## config.mk

```make
export PLATFORM = sky130hd
export DESIGN_NAME = wb_stage
export DESIGN_NICKNAME = d
export VERILOG_FILES = /design/src/rtl/wb_pkg.sv /design/src/rtl/wb_stage_load_align.sv /design/src/rtl/wb_stage.sv
export SDC_FILE = /design/constraint.sdc
export NUM_CORES = 1
export LEC_CHECK = 0
export BUFFER_PORTS_ARGS = -buffer_cell sky130_fd_sc_hd__clkbuf_2
export CORE_MARGIN = 2
export CORE_UTILIZATION = 30
export DETAILED_ROUTE_END_ITERATION = 16
export GPL_TIMING_DRIVEN = 0
export SLEW_MARGIN = 20
export SYNTH_ARGS = -nofsm -noshare
export SYNTH_HDL_FRONTEND = slang
export SYNTH_SLANG_ARGS = --single-unit
```

## constraint.sdc

```tcl
create_clock -name clk -period 3.4 [get_ports clk]
set_input_delay 0.17 -clock clk [delete_from_list [all_inputs] [get_ports clk]]
set_output_delay 0.17 -clock clk [all_outputs]
set_load 0.05 [all_outputs]
```

## src/rtl/wb_pkg.sv

```systemverilog
// Shared types, constants and helpers for the writeback stage.
package wb_pkg;

  // Load access size as encoded by the MEM stage; 2'b11 is handled as a word.
  typedef enum logic [1:0] {
    LS_BYTE = 2'b00,
    LS_HALF = 2'b01,
    LS_WORD = 2'b10
  } load_size_t;

  // Writeback stage control states.
  typedef enum logic [1:0] {
    WB_IDLE      = 2'b00,
    WB_WAIT_LOAD = 2'b01,
    WB_COMMIT    = 2'b10
  } wb_state_t;

  // Register written by a link, and the return offset the register bench adds.
  localparam logic [4:0]  LINK_REG    = 5'd31;
  localparam logic [31:0] LINK_OFFSET = 32'd4;

  // Instruction fields held while a load waits for its data.
  typedef struct packed {
    logic [4:0] rd;
    logic       link_flag;
    logic       set_flag;
    logic       cond_flag;
    logic [1:0] size;
    logic       zero_ext;
    logic [1:0] lsb;
  } wb_pend_t;

  // Everything the register bench write port presents during a commit.
  typedef struct packed {
    logic [4:0]  rd;
    logic [31:0] word;
    logic        link_flag;
    logic        set_flag;
    logic        cond_flag;
  } wb_commit_t;

  // A commit writes only a real register, or r31 through the link path.
  function automatic logic write_en_f(input logic [4:0] rd, input logic link_flag);
    return (rd != 5'd0) || link_flag;
  endfunction

  // Register that actually changes: link always lands in r31.
  function automatic logic [4:0] fwd_rd_f(input logic [4:0] rd, input logic link_flag);
    logic [4:0] r;
    if (link_flag) begin
      r = LINK_REG;
    end else begin
      r = rd;
    end
    return r;
  endfunction

  // Value the destination register holds once the register bench has written it.
  function automatic logic [31:0] fwd_value_f(input logic [31:0] word, input logic link_flag,
                                              input logic set_flag, input logic cond_flag);
    logic [31:0] v;
    if (link_flag) begin
      v = word + LINK_OFFSET;
    end else if (set_flag) begin
      v = {31'd0, cond_flag};
    end else begin
      v = word;
    end
    return v;
  endfunction

endpackage

```

## src/rtl/wb_stage_load_align.sv

```systemverilog
// Load data alignment: picks the addressed byte/halfword lane of a read word
// and sign- or zero-extends it. Purely combinational so the store-forwarding
// path can reuse it.
module load_align
  import wb_pkg::*;
(
  input  logic [31:0] rdata_i,
  input  logic [1:0]  size_i,
  input  logic [1:0]  lsb_i,
  input  logic        zero_ext_i,
  output logic [31:0] data_o
);

  logic [7:0]  byte_s;
  logic [15:0] half_s;
  logic        byte_fill_s;
  logic        half_fill_s;

  // Lane select: byte by full offset, halfword by offset bit 1 only.
  always_comb begin
    byte_s = rdata_i[7:0];
    case (lsb_i)
      2'b00:   byte_s = rdata_i[7:0];
      2'b01:   byte_s = rdata_i[15:8];
      2'b10:   byte_s = rdata_i[23:16];
      2'b11:   byte_s = rdata_i[31:24];
      default: byte_s = rdata_i[7:0];
    endcase
    if (lsb_i[1]) begin
      half_s = rdata_i[31:16];
    end else begin
      half_s = rdata_i[15:0];
    end
  end

  assign byte_fill_s = byte_s[7] & ~zero_ext_i;
  assign half_fill_s = half_s[15] & ~zero_ext_i;

  // Extend the selected lane to the full register width.
  always_comb begin
    data_o = rdata_i;
    case (size_i)
      LS_BYTE: data_o = {{24{byte_fill_s}}, byte_s};
      LS_HALF: data_o = {{16{half_fill_s}}, half_s};
      LS_WORD: data_o = rdata_i;
      default: data_o = rdata_i;
    endcase
  end

endmodule

```

## src/rtl/wb_stage.sv

```systemverilog
// Writeback stage: accepts one retiring instruction per cycle, waits (bounded)
// for load data, drives the register bench write port for one cycle per
// instruction and publishes a registered forwarding bundle.
module wb_stage
  import wb_pkg::*;
#(
  parameter int unsigned LOAD_TIMEOUT = 15
) (
  input  logic        clk,
  input  logic        reset,
  input  logic        in_valid,
  output logic        in_ready,
  input  logic [4:0]  in_rd,
  input  logic [31:0] in_result,
  input  logic        in_is_load,
  input  logic [1:0]  in_load_size,
  input  logic        in_load_unsigned,
  input  logic [1:0]  in_addr_lsb,
  input  logic        in_link,
  input  logic        in_set,
  input  logic        in_condition,
  input  logic        mem_rvalid,
  input  logic [31:0] mem_rdata,
  output logic        enable_reg,
  output logic [4:0]  Rd_back,
  output logic [31:0] word_back,
  output logic        link_back,
  output logic        set_back,
  output logic        condition_back,
  output logic        fwd_valid,
  output logic [4:0]  fwd_rd,
  output logic [31:0] fwd_value,
  output logic        load_timeout
);

  // Wait counter limit; the counter is 8 bits wide since the limit is at most 255.
  localparam logic [7:0] TIMEOUT_LIMIT = 8'(LOAD_TIMEOUT);

  wb_state_t   state_q;
  logic [7:0]  wait_cnt_q;
  wb_pend_t    pend_q;
  wb_commit_t  out_q;
  logic        enable_q;
  logic        fwd_valid_q;
  logic [4:0]  fwd_rd_q;
  logic [31:0] fwd_value_q;
  logic        timeout_q;

  logic        accept_s;
  logic        wait_done_s;
  logic [31:0] aligned_s;
  wb_pend_t    in_pend_s;
  wb_commit_t  direct_s;
  wb_commit_t  load_s;
  wb_commit_t  commit_s;
  logic        commit_en_s;
  logic [4:0]  commit_fwd_rd_s;
  logic [31:0] commit_fwd_value_s;

  // Only a pending load stalls the MEM stage.
  assign in_ready = (state_q != WB_WAIT_LOAD);
  assign accept_s = in_valid && in_ready;

  // A pending load finishes on data, or when the wait budget runs out.
  assign wait_done_s = mem_rvalid || (wait_cnt_q == TIMEOUT_LIMIT);

  load_align u_load_align (
    .rdata_i    (mem_rdata),
    .size_i     (pend_q.size),
    .lsb_i      (pend_q.lsb),
    .zero_ext_i (pend_q.zero_ext),
    .data_o     (aligned_s)
  );

  // Build the incoming-load record, both candidate commit bundles and the
  // write-enable / forwarding view of whichever one commits next.
  always_comb begin
    in_pend_s           = '0;
    in_pend_s.rd        = in_rd;
    in_pend_s.link_flag = in_link;
    in_pend_s.set_flag  = in_set;
    in_pend_s.cond_flag = in_condition;
    in_pend_s.size      = in_load_size;
    in_pend_s.zero_ext  = in_load_unsigned;
    in_pend_s.lsb       = in_addr_lsb;

    direct_s           = '0;
    direct_s.rd        = in_rd;
    direct_s.word      = in_result;
    direct_s.link_flag = in_link;
    direct_s.set_flag  = in_set;
    direct_s.cond_flag = in_condition;

    // Data wins over the timeout when both happen in the same cycle.
    load_s           = '0;
    load_s.rd        = pend_q.rd;
    load_s.link_flag = pend_q.link_flag;
    load_s.set_flag  = pend_q.set_flag;
    load_s.cond_flag = pend_q.cond_flag;
    if (mem_rvalid) begin
      load_s.word = aligned_s;
    end else begin
      load_s.word = 32'h0000_0000;
    end

    if (state_q == WB_WAIT_LOAD) begin
      commit_s = load_s;
    end else begin
      commit_s = direct_s;
    end

    commit_en_s        = write_en_f(commit_s.rd, commit_s.link_flag);
    commit_fwd_rd_s    = fwd_rd_f(commit_s.rd, commit_s.link_flag);
    commit_fwd_value_s = fwd_value_f(commit_s.word, commit_s.link_flag,
                                     commit_s.set_flag, commit_s.cond_flag);
  end

  // Stage FSM: accept, wait for load data, and register the write and forwarding outputs.
  always_ff @(posedge clk) begin
    if (reset) begin
      state_q     <= WB_IDLE;
      wait_cnt_q  <= 8'd0;
      pend_q      <= '0;
      out_q       <= '0;
      enable_q    <= 1'b0;
      fwd_valid_q <= 1'b0;
      fwd_rd_q    <= 5'd0;
      fwd_value_q <= 32'd0;
      timeout_q   <= 1'b0;
    end else begin
      case (state_q)
        WB_IDLE, WB_COMMIT: begin
          if (accept_s && in_is_load) begin
            pend_q      <= in_pend_s;
            wait_cnt_q  <= 8'd0;
            enable_q    <= 1'b0;
            fwd_valid_q <= 1'b0;
            state_q     <= WB_WAIT_LOAD;
          end else if (accept_s) begin
            out_q       <= commit_s;
            enable_q    <= commit_en_s;
            fwd_valid_q <= commit_en_s;
            fwd_rd_q    <= commit_fwd_rd_s;
            fwd_value_q <= commit_fwd_value_s;
            state_q     <= WB_COMMIT;
          end else begin
            enable_q    <= 1'b0;
            fwd_valid_q <= 1'b0;
            state_q     <= WB_IDLE;
          end
        end
        WB_WAIT_LOAD: begin
          if (wait_done_s) begin
            out_q       <= commit_s;
            enable_q    <= commit_en_s;
            fwd_valid_q <= commit_en_s;
            fwd_rd_q    <= commit_fwd_rd_s;
            fwd_value_q <= commit_fwd_value_s;
            state_q     <= WB_COMMIT;
            // Abandoned loads are latched as an error until the next reset.
            if (!mem_rvalid) begin
              timeout_q <= 1'b1;
            end
          end else begin
            wait_cnt_q <= wait_cnt_q + 8'd1;
          end
        end
        default: begin
          enable_q    <= 1'b0;
          fwd_valid_q <= 1'b0;
          state_q     <= WB_IDLE;
        end
      endcase
    end
  end

  assign enable_reg     = enable_q;
  assign Rd_back        = out_q.rd;
  assign word_back      = out_q.word;
  assign link_back      = out_q.link_flag;
  assign set_back       = out_q.set_flag;
  assign condition_back = out_q.cond_flag;
  assign fwd_valid      = fwd_valid_q;
  assign fwd_rd         = fwd_rd_q;
  assign fwd_value      = fwd_value_q;
  assign load_timeout   = timeout_q;

endmodule

```

# After elaboration in Yosys (flattened, before gate mapping)

Cells that the tools add are included.
Widths: inputs -> output; s select.

Flip-flop bits (word level): 102
Bits of input ports: 82
Output and inout bits: 81
Word-level logic and storage cells: 82

$add $sub $neg: 2
Equality and inequality tests: 13
Multiplexer cells: 31
Bitwise gates (word level): 4
Reduce and logical (&&, ||, !) cells: 14

Operators by type and width:

| operator              | count |
|---|---|
| $mux 32               | 6 |
| $mux 40               | 4 |
| $pmux 32 s2           | 2 |
| $pmux 40 s2           | 1 |
| $add 32x3->32 const B | 1 |
| $pmux 8 s4            | 1 |
| $mux 5                | 4 |
| $mux 16               | 1 |
| $mux 8                | 2 |
| $pmux 8 s2            | 1 |
| $ne 2x2->1 const B    | 5 |
| $pmux 5 s2            | 1 |
| $add 8x1->8 const B   | 1 |
| $eq 8x4->1 const B    | 1 |
| $eq 2x1->1 const B    | 3 |
| $eq 2x2->1 const B    | 3 |
| $logic_not 2->1       | 3 |
| $mux 2                | 3 |
| $reduce_and 3->1      | 2 |
| $reduce_bool 5->1     | 1 |
| $pmux 2 s2            | 1 |
| $reduce_and 4->1      | 1 |
| $mux 1                | 3 |
| $and 1x1->1           | 2 |
| 8 further kinds       | 11 |

# Depth between registers and ports, before layout

Gate-level depths: netlist of the first run.

Depth in word-level cells: 11
Gate-level depth with buffers: 13
Mapped depth without buffers: 11

# Cells and area by module

From an unflattened synthesis of the first run, not the netlist that was laid out.

Cell total of the unflattened synthesis: 750
Area, all modules: 5992.0 um^2

By module, submodules not included:

| module     | instances | cells each | area each (um^2) | sequential area each (um^2) |
|---|---|---|---|---|
| wb_stage   | 1         | 617        | 5008.6           | 2042.0 |
| load_align | 1         | 133        | 983.4            | 0.0 |

# Worst setup path before layout of the first run

No wires, ideal clock.

Path kind: register to register
From: register pend_q[1] (netlist bit)
To: register fwd_value_q[22] (netlist: fwd_value[22])
Library setup time: 0.086 ns
Arrival time: 2.473 ns
Data required time: 3.314 ns
Setup slack: 0.841 ns
Stages on the path, launching flop included: 14
Buffers on the path: 3
Period minus slack after synthesis: 2.559 ns
Path through: dfxtp_1 > buf_6 > buf_6 > mux2_1 > a2bb2oi_1 > a2bb2oi_2 > inv_1 > ha_1 > nand4_1 > nor3_2 > buf_2 > a311oi_1 > a41oi_1 > a211oi_1

RTL lines:

| element                  | RTL line        | RTL |
|---|---|---|
| start: declaration       | wb_stage.sv:41  | `wb_pend_t pend_q;` |
| start signal: assignment | wb_stage.sv:134 | `pend_q <= in_pend_s;` |
| end signal: assignment   | wb_stage.sv:144 | `fwd_value_q <= commit_fwd_value_s;` |
| end signal: assignment   | wb_stage.sv:158 | `fwd_value_q <= commit_fwd_value_s;` |
| end: declaration         | wb_stage.sv:46  | `logic [31:0] fwd_value_q;` |

# Worst setup path after layout of the first run

From: register state_q[0]
To: register fwd_value_q[18] (netlist: fwd_value[18])

Cells in the longest elaborated chain, start to end: 7
Elaborated cells on any way between the ends: 20
Those cells by class: add/sub (1); eq/ne (6); mux (7); reduce/logical (6)

Ends and longest elaborated chain:

| element                                         | RTL line                         | RTL |
|---|---|---|
| start: declaration                              | wb_stage.sv:39                   | `wb_state_t state_q;` |
| start signal: assignment                        | wb_stage.sv:121                  | `state_q <= WB_IDLE;` |
| start signal: assignment                        | wb_stage.sv:138                  | `state_q <= WB_WAIT_LOAD;` |
| start signal: assignment                        | wb_stage.sv:145                  | `state_q <= WB_COMMIT;` |
| $eq 2x1->1                                      | wb_stage.sv:106, wb_stage.sv:131 |  |
| $mux 40                                         | wb_stage.sv:106                  | `if (state_q == WB_WAIT_LOAD) begin` |
| $add 32x3->32 / $mux 32 (equally long branches) | wb_pkg.sv:63, wb_pkg.sv:64       |  |
| $mux 32                                         | wb_pkg.sv:62                     | `if (link_flag) begin` |
| $mux 32                                         | wb_stage.sv:139                  | `end else if (accept_s) begin` |
| $mux 32                                         | wb_stage.sv:133                  | `if (accept_s && in_is_load) begin` |
| $pmux 32 s2                                     | wb_stage.sv:131                  | `case (state_q)` |

Parallel ways exist; a longest one is shown, timed or not. The select of a mux whose other input is x is not followed.
A chain may end at the register's enable or synchronous reset.

==> impl_metrics.csv, run 1 <==
group,metric,value,unit
floorplan,rows,51,
floorplan,ios,163,
clock_network,cts_inserted_buffers,9,
worst_setup_path,worst-setup-path-type,"reg -> reg",
sta,finalClockSkew,0.00638,ns
run,maxCapViolCount,0,
final_layout,final_common_cell,"clkbuf_2",
drt,vias_per_cell,5.40,
worst_setup_path,critPathCaptureType,"register",
drt,drt_iter0_markers,692,
worst_hold_path,min_path_cells,3,
worst_setup_path,timing.rr.end,"fwd_value[18]",
yosys,yosys.cell_types.count,77,
yosys,synthFlopType,"dfxtp_1",
drt,drt_wl_total,23600,microns
global_route,grt_pass1_vias,6012,
global_route,grt_pass1_wl,35300,microns
drt,vias,6414,
sta,slew_headroom,0.431,
worst_setup_path,r2r_slack,0.21,ns
yosys,synth-xor-area-share,0.0105,
yosys,syn-instance-count,744,
yosys,yosys.area_share.simple,0.267,
worst_setup_path,cp.arrival,3.41,ns
sta,rsz0062_at_grt,"false",
outcome,outcome,"finished, final reports clean",
yosys,synth_area,0.00585,sq mm
worst_hold_path,hp-class,"in -> reg",
sta,finalCriticalPeriod,3.19,ns
worst_setup_path,worst-endpoint-required,3.62,ns
global_route,antenna_found_initial,0,
sta,finalSetupTns,0,ns
clock_network,numClockSinks,102,
global_route,grt_max_degree,19,
sta,slew_viol_final,0,
yosys,synth-seq-area-share,0.349,
yosys,ys_ff_latch,102,
worst_setup_path,ff2ff_path_depth,11,
yosys,synthAdderAreaFrac,0.00428,
worst_hold_path,min_to,"pend_q[0]",
worst_setup_path,r2r_start,"state_q[0]",
final_layout,drive_gt1_frac,0.259,
worst_setup_path,start_kind,"register",
yosys,synth_warnings,0,
yosys,synth_top_family_by_area,"simple AND/OR/NAND/NOR gates",
worst_hold_path,min_from,"in_addr_lsb[0]",
sta,max_freq,314,MHz
global_route,grt_use_total,0.227,
clock_network,clkSlewWorstSetupHoldPaths,0.07,ns
clock_network,clk_latency,0.35,ns
floorplan,die-height,144,microns
power_and_ir_drop,irDropWorstVdd,0.219,mV
sta,min_period_over_period,0.938,
yosys,synthesis.nets,828,
floorplan,start_util,0.303,
sta,worstMarginPinSlew,0.845,ns
floorplan,die_area,0.0206,sq mm
final_layout,final_cell_mix,"clkbuf_2 (163), nor2_1 (120), dfxtp_1 (102)",
power_and_ir_drop,cellLeakagePower,3.05,nW
yosys,synthMuxAreaShare,0.0502,
placement,place.gp.congestion,0.947,
sta,finalSetupViolCount,0,
clock_network,clock_tree.root_cell,"clkbuf_16",
floorplan,core-area,0.0193,sq mm
clock_network,cts_tree,"built",
drt,wl_per_cell,19.9,microns
drt,drt_first_pass_iters,6,
placement,port_buffers,162,
drt,drc,0,
final_layout,nets,1002,
sta,fin_hold_ws,0.0344,ns
yosys,synth_edf_count,0,
yosys,synth_compound_area_frac,0.265,
placement,dp_hpwl,18800,microns
clock_network,cts_buffer_depth,2,
final_layout,num_antenna_cells,0,
power_and_ir_drop,cellPowerDensity,472,mW/mm^2
worst_setup_path,path_max_fanout,10,
yosys,syn_avg_cell_area,7.87,sq um
drt,ant_nets,0,
yosys,async_reset_ff_frac,0,
sta,final_hold_viol_count,0,
power_and_ir_drop,total_power,3.46,mW
global_route,gr-total-overflow,0,
floorplan,fp.dieW,144,microns
final_layout,area_growth,25.1,%
clock_network,htreeDepth,3,
## worst max path at each step
stage | start | end | slack, ns
2_1_floorplan | pend_q[1] | fwd_value[22] | 0.84
3_3_place_gp | wait_cnt_q[0] | word_back[4] | -0.02
3_5_place_dp | wait_cnt_q[0] | fwd_value[23] | -0.01
4_1_cts | state_q[0] | fwd_value[18] | 0.09
5_1_grt | pend_q[1] | fwd_value[22] | 0.03
6_report | state_q[0] | fwd_value[18] | 0.21
## area by class of cell
type	instances	area [sq um]
Timing Repair Buffer	163	818
Inverter	8	32.5
Sequential cell	102	2040
Clock buffer	10	239
Buffer	58	284
Multi-Input combinational cell	576	3520
Clock inverter	6	56.3
Tap cell	265	332
Fill cell	2093	12000
## synthesized netlist by cell type, drive strengths merged, types with 5 or more instances
library cell  instances  area share
a211oi               39       0.050
a21oi                52       0.047
a221oi               10       0.015
a22o                  7       0.010
a22oi                 8       0.010
a311o                 5      0.0086
a311oi               13       0.021
a31oi                 7      0.0086
a32oi                 8       0.015
and3                  8      0.0086
buf                  25       0.027
clkbuf               33       0.021
dfxtp               102        0.35
inv                   8      0.0056
mux2                  9       0.017
mux2i                17       0.029
nand2                92       0.059
nand2b                9      0.0096
nand3                24       0.021
nand3b                5      0.0064
nand4                12       0.013
nor2                122       0.078
nor2b                 5      0.0053
nor3                 22       0.020
nor4                  7       0.013
o211ai                5      0.0073
o21ai                30       0.027
or3                   6      0.0064
xor2                  6      0.0090
## flip-flops by register name, summed over array words and instances (netlist names), 2 cells and up
name and cells:
word_back 32, load_s 8, fwd_rd 5, pend_q 5
state_q 2, Rd_back 5, wait_cnt_q 8, fwd_value 32
## layer usage
| metal | vias up | wire, microns | track usage | part of all wire |
|---|---|---|---|---|
| li1 | 3077 | - | - | - |
| met1 | 2990 | 10600 | 0.312 | 0.45 |
| met2 | 299 | 10500 | 0.352 | 0.44 |
| met3 | 48 | 1760 | 0.0430 | 0.074 |
| met4 | 0 | 839 | 0.0867 | 0.035 |
| met5 | - | 0 | 0 | 0 |
## per-stage QoR
| stage | cells | utilization | setup WS, ns | instance area (sq um) |
|---|---|---|---|---|
| global route | 1188 | 0.379 | 0.0329 | 7320 |
| floorplan | 744 | - | 0.841 | 5850 |
| finish | 1188 | 0.379 | 0.212 | 7320 |
| detailed placement | 1171 | 0.362 | -0.0109 | 7000 |
| global placement | 1171 | 0.362 | -0.0190 | 7000 |
| CTS | 1187 | 0.377 | 0.0855 | 7290 |
## logic make-up after synthesis
group | after synthesis
buf+inv | 66
simple gates | 329
xor+xnor | 7
compound gates | 211
flops | 102
fa+ha+maj | 2
mux | 27
## report_power, final
| group | switching, mW | internal, mW |
|---|---|---|
| sequential | 0.0620 | 1.29 |
| combinational | 0.784 | 0.291 |
| clock | 0.501 | 0.529 |
| total | 1.35 | 2.11 |
## what timing repair did
action / 4_1_cts / 5_1_grt
endpoints found under the setup margin: 6 / 12
pin swaps: 0 / 1
hold buffers: 0 / 0
gates resized for setup: 1 / 6
setup buffers: 0 / 1
## critical path, cell delays in order (launching register included)
cell	delay, ns
dfxtp_1	0.46
nor2b_1	0.16
buf_4	0.20
inv_4	0.09
buf_4	0.20
buf_4	0.20
mux2i_2	0.23
nor2_2	0.35
clkbuf_1	0.54
nor2_1	0.11
mux2i_1	0.38
a211oi_1	0.13
(Power assumes the default switching activity.)
==> inputs of run 2 (changes only) <==
GPL_ROUTABILITY_DRIVEN = 0   (was not set)
SYNTH_HIERARCHICAL = 1   (was not set)
==> run 2 against run 1 <==
Net effect: the run now ends with negative setup slack left; routed wire length fell by 0.61%; clock-buffer cell count rose by 2; power rose by 7.8%; fmax fell by 6.9%; cell area rose by 12%; via count rose by 3.6%; combinational power rose by 5%; worst setup slack got worse by 0.24 ns; highest routed layer unchanged.
==> impl_metrics.csv, run 2 <==
group,metric,value,unit
floorplan,core-area,0.0195,sq mm
worst_hold_path,hp-class,"in -> reg",
floorplan,fp.dieW,145,microns
yosys,synth_top_area_frac,0.341,
yosys,syn-instance-count,750,
sta,slew_viol_final,0,
outcome,violations,"negative setup slack",
power_and_ir_drop,total_power,3.73,mW
global_route,gr-usage-met2,0.330,
sta,final_hold_viol_count,0,
placement,dp_hpwl,18000,microns
global_route,met1_usage,0.294,
placement,preCtsSetupSlack,-0.521,ns
placement,port_buffers,162,
sta,worstMarginPinSlew,0.688,ns
yosys,synthesis.nets,834,
final_layout,fin_cells,1229,
yosys,synth_warnings,6,
clock_network,clk_latency,0.36,ns
final_layout,nets,1042,
floorplan,ios,163,
floorplan,die-height,145,microns
yosys,yosys.cell_types.count,60,
outcome,outcome,"complete, but fails checks",
sta,min_period_over_period,1.01,
global_route,grt_util_met3,0.0484,
worst_setup_path,worst-setup-path-type,"reg -> reg",
yosys,synthFlopType,"dfxtp_1",
floorplan,die_area,0.0211,sq mm
clock_network,clock_tree.root_cell,"clkbuf_16",
global_route,grt_pass1_vias,6112,
global_route,antenna_found_initial,1,
yosys,ys_ff_latch,102,
yosys,synth_common_cells,"nor2_1 (109), dfxtp_1 (102), nand2_1 (87)",
global_route,grt_busiest_layer,"met2",
final_layout,area_growth,37.1,%
yosys,yosysTopAreaCell,"dfxtp_1",
worst_setup_path,cp.arrival,3.71,ns
yosys,synth_edf_count,0,
final_layout,drive_gt1_frac,0.345,
placement,placedCellCount,1177,
final_layout,final_cell_mix,"clkbuf_2 (167), nor2_1 (109), dfxtp_1 (100)",
sta,max_freq,292,MHz
worst_setup_path,worst-endpoint-required,3.68,ns
sta,slew_headroom,0.541,
sta,finalSetupViolCount,2,
yosys,syn_avg_cell_area,7.99,sq um
worst_setup_path,start_kind,"register",
sta,fin_hold_ws,0.0290,ns
global_route,gr-total-overflow,0,
drt,drt_wl_total,23500,microns
drt,drt_iter0_markers,566,
worst_setup_path,path_max_fanout,7,
run,maxCapViolCount,0,
power_and_ir_drop,cellPowerDensity,454,mW/mm^2
global_route,grt_use_total,0.214,
clock_network,htreeDepth,3,
clock_network,clkSlewWorstSetupHoldPaths,0.07,ns
power_and_ir_drop,cellLeakagePower,3.35,nW
yosys,synth-seq-area-share,0.341,
sta,finalCriticalPeriod,3.42,ns
drt,drc,0,
yosys,ys_top_cells_by_area,"dfxtp_1 (34%), nor2_1 (6.8%), a211oi_1 (6.3%), nand2_1 (5.4%), a21oi_1 (4.7%)",
yosys,synth_area,0.00599,sq mm
sta,layout_setup_ws,-0.0244,ns
clock_network,cts_buffer_depth,2,
global_route,grt_max_degree,17,
clock_network,cts_inserted_buffers,9,
drt,wl_per_cell,19.1,microns
global_route,grt_pass1_wl,35400,microns
drt,vias_per_cell,5.41,
final_layout,fillers,2033,
drt,drt_first_pass_iters,5,
drt,ant_nets,0,
floorplan,start_util,0.307,
clock_network,cts_tree,"built",
sta,finalSetupTns,-0.0465,ns
final_layout,final_common_cell,"clkbuf_2",
clock_network,numClockSinks,102,
drt,vias,6646,
floorplan,rows,51,
worst_setup_path,critPathCaptureType,"register",
yosys,async_reset_ff_frac,0,
sta,rsz0062_at_grt,"true",
yosys,synthMostInstantiatedCell,"nor2_1",
power_and_ir_drop,irDropWorstVdd,0.218,mV
clock_network,cts_hold_buf,0,
sta,finalClockSkew,0.00757,ns
-- run 2: repair_timing --
item                       in CTS  in global routing
pin swaps                       6                 30
setup endpoints to repair      21                 22
setup buffers                  11                 26
cloned                          1                  1
resized for setup              51                 59
-- run 2: final cells by class --
class                      instances  area, sq um  share of cell area
buffer                            66          405              0.0494
tap                              265          332              0.0404
sequential                       102         2040               0.249
multi-input combinational        566         3890               0.473
antenna                            1         2.50            0.000305
inverter                          12         50.0             0.00609
clock buffer                      12          267              0.0324
timing repair buffer             201         1130               0.137
clock inverter                     4         98.8              0.0120
-- run 2: worst paths after layout --
| kind | start | end | slack (ns) | depth (start not counted) |
|---|---|---|---|---|
| max | pend_q[1] | fwd_value[24] | -0.02 | 14 |
| min | in_addr_lsb[1] | pend_q[1] | 0.03 | 3 |
| max reg2reg | pend_q[1] | fwd_value[24] | -0.02 | 14 |
| min reg2reg | pend_q[2] | pend_q[2] | 0.45 | 2 |
-- run 2: per-layer routing --
| layer | vias to the layer above | share of wire |
|---|---|---|
| met5 | - | 0 |
| met4 | 0 | 0.027 |
| met3 | 38 | 0.079 |
| met2 | 305 | 0.45 |
| met1 | 3115 | 0.45 |
| li1 | 3188 | - |
-- run 2: critical path, stage by stage (launching register included) --
cell and delay (ns):
dfxtp_2 0.33, buf_6 0.13, buf_8 0.13, buf_8 0.13, o22ai_2 0.08, a211oi_2 0.27
and4b_1 0.29, a21oi_4 0.05, inv_1 0.06, ha_2 0.16, or4b_4 0.48, or4_4 0.58
buf_6 0.15, or3_1 0.33, o211ai_1 0.15
-- run 2: cells by family after synthesis --
group,count (synthesis),share of synthesized area
AO/OA/AOI/OAI,202,0.245
flip-flops,102,0.341
XOR/XNOR,7,0.0102
adder cells (fa/ha/maj),2,0.00418
AND/OR/NAND/NOR,327,0.269
buffers and inverters,82,0.0674
multiplexers,28,0.0633
-- run 2: where the power goes --
group	switching [mW]	internal, mW	leakage [nW]
sequential	0.0588	1.28	0.839
combinational	0.763	0.361	2.33
clock	0.479	0.783	0.179
-- run 2: per-stage QoR --
stage                     cell area, sq um   util
after CTS                             7770  0.398
after global placement                7140  0.366
final                                 8210  0.421
after floorplan                       5990      -
after detailed placement              7140  0.366
after global routing                  8210  0.421
